File: src/rtl/cache_event_counter_bank.sv
// Performance-event counter bank: N level/edge event channels plus a cycle counter, wrap or saturate, sticky overflow, snapshot readout under CACHE_PERF_SNAPSHOT_EN.
// Latency: counters update the edge after an event is sampled; rdata_o and overflow_o are registered, one cycle behind sel_i/flags.
// Backpressure: none; every cycle performs one read and event strobes are never stalled.
module cache_event_counter_bank #(
  parameter int                  N_EVENTS      = 8,
  parameter int                  COUNTER_WIDTH = 64,
  parameter logic [N_EVENTS-1:0] EDGE_MASK     = '0,
  parameter bit                  SATURATE      = 1'b0,
  parameter logic [31:0]         CACHE_ID      = 32'h0
) (
  input  logic                clock_i,
  input  logic                reset_i,
  input  logic                enable_i,
  input  logic [N_EVENTS-1:0] chan_en_i,
  input  logic [N_EVENTS-1:0] event_i,
  input  logic                clear_i,
  input  logic                snapshot_i,
  input  logic [7:0]          sel_i,
  output logic [31:0]         rdata_o,
  output logic                overflow_o
);

  localparam int         NCNT      = N_EVENTS + 1;
  localparam int         NWORDS    = (COUNTER_WIDTH + 31) / 32;
  localparam logic [5:0] IDX_FLAGS = 6'd62;
  localparam logic [5:0] IDX_ID    = 6'd63;

  typedef logic [COUNTER_WIDTH-1:0] cnt_t;

  cnt_t                cnt_q [NCNT];
  cnt_t                cnt_d [NCNT];
  logic [N_EVENTS:0]   ovf_q;
  logic [N_EVENTS-1:0] prev_q;
  logic [N_EVENTS:0]   hit;
  logic [N_EVENTS:0]   wrap;

  // Index N_EVENTS is the cycle counter; it ignores chan_en_i and edge mode.
  always_comb begin
    hit[N_EVENTS] = enable_i;
    for (int c = 0; c < N_EVENTS; c++) begin
      hit[c] = enable_i & chan_en_i[c] & event_i[c] & (~EDGE_MASK[c] | ~prev_q[c]);
    end
  end

  always_comb begin
    for (int c = 0; c < NCNT; c++) begin
      cnt_d[c] = cnt_q[c];
      wrap[c]  = hit[c] & (&cnt_q[c]);
      if (hit[c] && !(wrap[c] && SATURATE)) begin
        cnt_d[c] = cnt_q[c] + cnt_t'(1);
      end
    end
  end

  always_ff @(posedge clock_i) begin
    if (reset_i) begin
      for (int c = 0; c < NCNT; c++) cnt_q[c] <= '0;
      ovf_q  <= '0;
      prev_q <= '0;
    end else begin
      prev_q <= event_i;
      if (clear_i) begin
        for (int c = 0; c < NCNT; c++) cnt_q[c] <= '0;
        ovf_q <= '0;
      end else begin
        for (int c = 0; c < NCNT; c++) cnt_q[c] <= cnt_d[c];
        ovf_q <= ovf_q | wrap;
      end
    end
  end

  cnt_t              src_cnt [NCNT];
  logic [N_EVENTS:0] src_ovf;

`ifdef CACHE_PERF_SNAPSHOT_EN
  cnt_t              snap_q [NCNT];
  logic [N_EVENTS:0] snap_ovf_q;

  // Snapshot bank survives clear_i so a read-and-clear keeps the old values.
  always_ff @(posedge clock_i) begin
    if (reset_i) begin
      for (int c = 0; c < NCNT; c++) snap_q[c] <= '0;
      snap_ovf_q <= '0;
    end else if (snapshot_i) begin
      for (int c = 0; c < NCNT; c++) snap_q[c] <= cnt_q[c];
      snap_ovf_q <= ovf_q;
    end
  end

  always_comb begin
    for (int c = 0; c < NCNT; c++) src_cnt[c] = snap_q[c];
    src_ovf = snap_ovf_q;
  end
`else
  logic snapshot_unused;
  assign snapshot_unused = snapshot_i;

  always_comb begin
    for (int c = 0; c < NCNT; c++) src_cnt[c] = cnt_q[c];
    src_ovf = ovf_q;
  end
`endif

  logic [5:0]   sel_idx;
  logic [1:0]   sel_word;
  logic [127:0] sel_wide;
  logic [31:0]  rdata_d;

  assign sel_idx  = sel_i[7:2];
  assign sel_word = sel_i[1:0];

  // Sources are zero-extended to four words so any word slice is well defined.
  always_comb begin
    sel_wide = '0;
    for (int c = 0; c < NCNT; c++) begin
      if (sel_idx == 6'(c)) sel_wide = 128'(src_cnt[c]);
    end
    if (sel_idx == IDX_FLAGS) sel_wide = 128'(src_ovf);
    rdata_d = sel_wide[{sel_word, 5'b00000} +: 32];
    if (int'(sel_word) >= NWORDS) rdata_d = '0;
    if (sel_idx == IDX_ID) rdata_d = (sel_word == 2'd0) ? CACHE_ID : 32'h0;
  end

  always_ff @(posedge clock_i) begin
    if (reset_i) begin
      rdata_o    <= '0;
      overflow_o <= 1'b0;
    end else begin
      rdata_o    <= rdata_d;
      overflow_o <= |ovf_q;
    end
  end

endmodule

File: config.mk
export PLATFORM = sky130hd
export DESIGN_NAME = cache_event_counter_bank
export DESIGN_NICKNAME = d
export VERILOG_FILES = /design/src/rtl/cache_event_counter_bank.sv
export SDC_FILE = /design/constraint.sdc
export NUM_CORES = 1
export LEC_CHECK = 0
export CAP_MARGIN = 15
export CORE_UTILIZATION = 25
export CTS_CLUSTER_SIZE = 10
export DETAILED_ROUTE_END_ITERATION = 10
export GPL_TIMING_DRIVEN = 1
export PLACE_DENSITY_LB_ADDON = 0.25
export RECOVER_POWER = 25
export SKIP_CTS_REPAIR_TIMING = 1
export SLEW_MARGIN = 10
export SYNTH_ARGS = -nofsm -noshare
export SYNTH_HDL_FRONTEND = slang
export SYNTH_SLANG_ARGS = --single-unit
File: constraint.sdc
create_clock -name clock_i -period 8.57 [get_ports clock_i]
set_input_delay 1.714 -clock clock_i [delete_from_list [all_inputs] [get_ports clock_i]]
set_output_delay 1.714 -clock clock_i [all_outputs]
set_load 0.1 [all_outputs]
# After elaboration in Yosys (flattened, before gate mapping)
# Memories as Yosys holds them, arrays and structs flattened.
# Index checks and enable logic that the tools add are counted.
totals:
  out_inout_bits: 33
  ramBits: 576
  inputBits: 29
  word_cells: 127
  n_memories: 1
  register_bits: 42
memory_table:
  columns: ["memory", "depth", "word_bits", "rd", "rd_clocked_by_memory_dff", "wr", "line", "rtl"]
  rows:
  - ["cnt_q", 9, 64, 9, 0, 9, "30", "cnt_t cnt_q [NCNT];"]
op_classes:
  addsub: 9
  shifts: 1
  magnitude_cmp: 1
  bitwise: 44
  n_eq_ne: 10
  reduce_logical: 13
  muxes: 45
ops:
  columns: ["operator", "n"]
  rows:
  - ["$mux W64", 37]
  - ["$add A64 B1 Y64 const B", 9]
  - ["$reduce_and A64 Y1", 9]
  - ["$shiftx A128 B8 Y32", 1]
  - ["$and A1 B1 Y1", 25]
  - ["$eq A6 B3 Y1 const B", 4]
  - ["$or A1 B1 Y1", 18]
  - ["$eq A6 B2 Y1 const B", 2]
  - ["$eq A6 B6 Y1 const B", 2]
  - ["$or A9 B9 Y9", 1]
  - ["$reduce_or A9 Y1", 1]
  - ["$mux W1", 8]
  - ["$eq A6 B1 Y1 const B", 1]
  - ["$eq A6 B4 Y1 const B", 1]
  - ["$logic_not A6 Y1", 1]
  - ["$reduce_or A3 Y1", 1]
  - ["$ge A2 B2 Y1 const B", 1]
  - ["$reduce_or A2 Y1", 1]

# Longest topological paths before layout
logic_depth:
  word_depth: 12
  depth_mapped: 9

# Least setup slack after synthesis
# No wires, ideal clock.
synth_path:
  kind: "input to register"
  startpoint: "input clear_i"
  endpoint: "memory cnt_q[0][100] (netlist name) (enable)"
  setup_time_ns: 0.689
  setup_slack_ns: 4.338
  t_required_ns: 7.881
  arrival_time_ns: 3.543
  path_buffers: 2
  path_stages: 4
  cell_sequence: "nor2_1 -> clkbuf_1 -> buf_1 -> nand2_1"
synth_rtl:
  columns: ["element", "line", "rtl"]
  rows:
  - ["start: declaration", "16", "input logic clear_i,"]
  - ["end: declaration", "30", null]

==> metrics.cfg <==
[status]
status=finished with violations
failed_checks=max-capacitance violations, max-slew violations

[worst_setup_path]
crit_path_start_kind=primary input
critical_path_class=in -> reg
worstPathArrival_ps=6440
ff2ff_setup_slack_ps=4990
rr_worst_depth=6
cp-endpoint=cnt_q[0][449]$_SDFFCE_PN0P_
endpoint_kind=flop
r2r_end=cnt_q[0][507]$_SDFFCE_PN0P_
required_ps=8740
r2r-start=cnt_q[0][454]$_SDFFCE_PN0P_
startpoint=reset_i
critPathMaxFanout=64

[sta]
worst_pin_slew_ps=3980
rsz0062_at_grt=false
period_needed_ps=6270
holdWs_ps=489
timing.slew.headroom_pct=-165
finClkSkew_ps=29.4
drv_slew=114
setup_violations=0
hold_viol_final=0
fmaxAchievable_ghz=0.159
period_share_pct=73.2
tns_ps=0

[die]
die-height_um=394
core-area_mm2=0.152
die_area_mm2=0.156
die_w_um=394
initial_core_util_pct=25.2
boundaryPins=62
rows=143

[synth]
synth-edff-count=576
synth_common_cells=edfxtp_1, nor2_1, a21oi_1, nand2_1, nand3_1
ys_seq_area_share_pct=47.1
synth_ff_type=edfxtp_1
netlist_instances=3955
yosys_warnings=0
async_flop_share_pct=0
synth_area_leader_cell=edfxtp_1
netlist_top_cells_area=edfxtp_1, a21oi_1, nor2_1
syn_area_mm2=0.0385
synth_top_area_share_pct=44.9
avgSynthCellArea_um2=9.73
ys_types=78
yosysMostFrequentCell=edfxtp_1
synth_seq_cells=618
synthesis.nets=3993

[detailed_routing]
wl_per_cell_um=24.7
postRouteAntennaNets=0
viasPerCell=5.60
drt_iter0_markers=3803
vias=33637
post-route-drc-count=0
routed_wl_um=148000
dr.pass1.iters=6

[job]
maxCapViolations=3

[cells_and_area]
nNetsFinal=3951
num_antenna_cells=0
fin_area_mm2=0.0436
stdcell_count=6002
drive_gt1_share_pct=7.23
area_growth_pct=13.4

[power]
pwr-share-clk_pct=41.9
combPwrFrac_pct=8.3
powerDensity_mw_per_mm2=176
p_sw_mw=2.10
p_int_mw=5.57
seq_power_share_pct=49.8
power_leakage_nw=12.8
swShare_pct=27.4
vdd_drop_max_v=0.000151

[clock_network]
cts_buffers=78
clk_latency_ps=660
cts_sinks=618
ctsRootBufferMaster=clkbuf_16
path_clk_slew_ps=60
clk_path_buf_depth=3
htree_levels=3
cts_tree=done

[global_routing]
grt.overflow.total=0
antenna_found_initial=8
grtUsageTotal_pct=18.4
grt_pass1_wl_um=215000
grt_max_degree=195
grt_pass1_vias=30380

[place]
dp.cells=5863
io_buffers=60
place_hpwl_um=106000
gp_congestion=0.898
placed_cell_area_mm2=0.0413

[worst_hold_path]
hp-class=reg -> reg

[critical path, cell delays in order]
cell and delay, ps:
dlygate4sd3_1 960, nor2_4 40, clkbuf_1 600, nand2_2 190
clkbuf_1 2770
[how the worst min path moves through the flow]
stage	from	end	slack, ps	depth (start not counted)
after floorplan	ovf_q[1]$_SDFF_PN0_	ovf_q[1]$_SDFF_PN0_	430	2
after CTS	ovf_q[1]$_SDFF_PN0_	ovf_q[1]$_SDFF_PN0_	500	2
after global placement	ovf_q[1]$_SDFF_PN0_	ovf_q[1]$_SDFF_PN0_	480	2
after global routing	ovf_q[1]$_SDFF_PN0_	ovf_q[1]$_SDFF_PN0_	540	2
final	ovf_q[1]$_SDFF_PN0_	ovf_q[1]$_SDFF_PN0_	490	2
after detailed placement	ovf_q[1]$_SDFF_PN0_	ovf_q[1]$_SDFF_PN0_	490	2
[layout by cell type (no fill, tap or decap), types with 10 or more instances in the layout]
| master | netlist | routed |
|---|---|---|
| nand2_1 | 290 | 284 |
| o22ai_1 | 39 | 39 |
| o211ai_1 | 10 | 10 |
| dfxtp_1 | 42 | 42 |
| clkbuf_16 | 0 | 80 |
| mux2i_1 | 34 | 34 |
| or3_1 | 129 | 129 |
| and3_1 | 70 | 70 |
| o31ai_1 | 160 | 160 |
| and2_1 | 37 | 32 |
| inv_1 | 68 | 68 |
| nand4_1 | 169 | 169 |
| xnor2_1 | 119 | 119 |
| mux4_2 | 51 | 51 |
| clkbuf_1 | 197 | 39 |
| clkdlybuf4s50_1 | 0 | 55 |
| a22oi_1 | 32 | 32 |
| nand3_1 | 242 | 242 |
| or2_2 | 15 | 14 |
| o221ai_1 | 11 | 11 |
| and4_1 | 58 | 58 |
| o21a_1 | 20 | 20 |
| buf_4 | 1 | 55 |
| o21ai_0 | 154 | 153 |
| edfxtp_1 | 576 | 576 |
| or4_1 | 165 | 165 |
| a21oi_1 | 317 | 317 |
| a22o_1 | 16 | 16 |
| mux2_2 | 25 | 25 |
| a211oi_1 | 10 | 10 |
| nor2_1 | 389 | 387 |
| nor3_1 | 92 | 91 |
| nor4_1 | 68 | 64 |
| xor2_1 | 157 | 157 |
[cells by family (layout without fill, tap and decap cells)]
group                      count (synthesis)  after routing  share of synthesized area, %
DFF                                      618            618                          47.1
AOI/OAI and AO/OA                        860            860                          14.0
adders and majority gates                  9              9                         0.293
xor gates and xnor gates                 276            276                          6.28
and+or+nand+nor                         1770           1770                          24.6
muxes                                    110            110                          4.60
buffers and inverters                    312            329                          3.16
[cell type report]
class	instances	area, um^2
multi-input combinational	3025	19200
inverter	68	255
sequential	618	18100
clock buffer	123	2230
clock inverter	16	143
timing repair buffer	122	1100
tap	2030	2540
fill	16058	109000
[state kept, by name, indices dropped and copies added (netlist names)]
| register | cells |
|---|---|
| cnt_q | 576 |
| overflow_o | 1 |
| ovf_q | 9 |
| rdata_o | 32 |
[power by group through the flow]
stage	combinational, mW	clock [mW]	sequential [mW]
after floorplan	0.402	0	3.76
after global placement	0.627	0	3.87
after detailed placement	0.632	0	3.87
after CTS	0.634	3.27	3.81
after global routing	0.683	3.36	3.85
final	0.638	3.21	3.82
[stage by stage]
| step | setup WS, ps | util [%] | total power, mW |
|---|---|---|---|
| CTS | 3890 | 28.6 | 7.72 |
| finish | 2300 | 28.6 | 7.67 |
| detailed placement | 3200 | 27.1 | 4.51 |
| floorplan | 4340 | - | 4.16 |
| global placement | 3220 | 27.1 | 4.50 |
| global route | 2010 | 28.6 | 7.90 |
[per-layer routing]
layer,part of all wire [%],global-route usage (%)
met1,45,26.5
met2,43,27.2
met3,7.3,3.20
met4,4.0,6.80
met5,0.040,0
(Power assumes the default switching activity.)
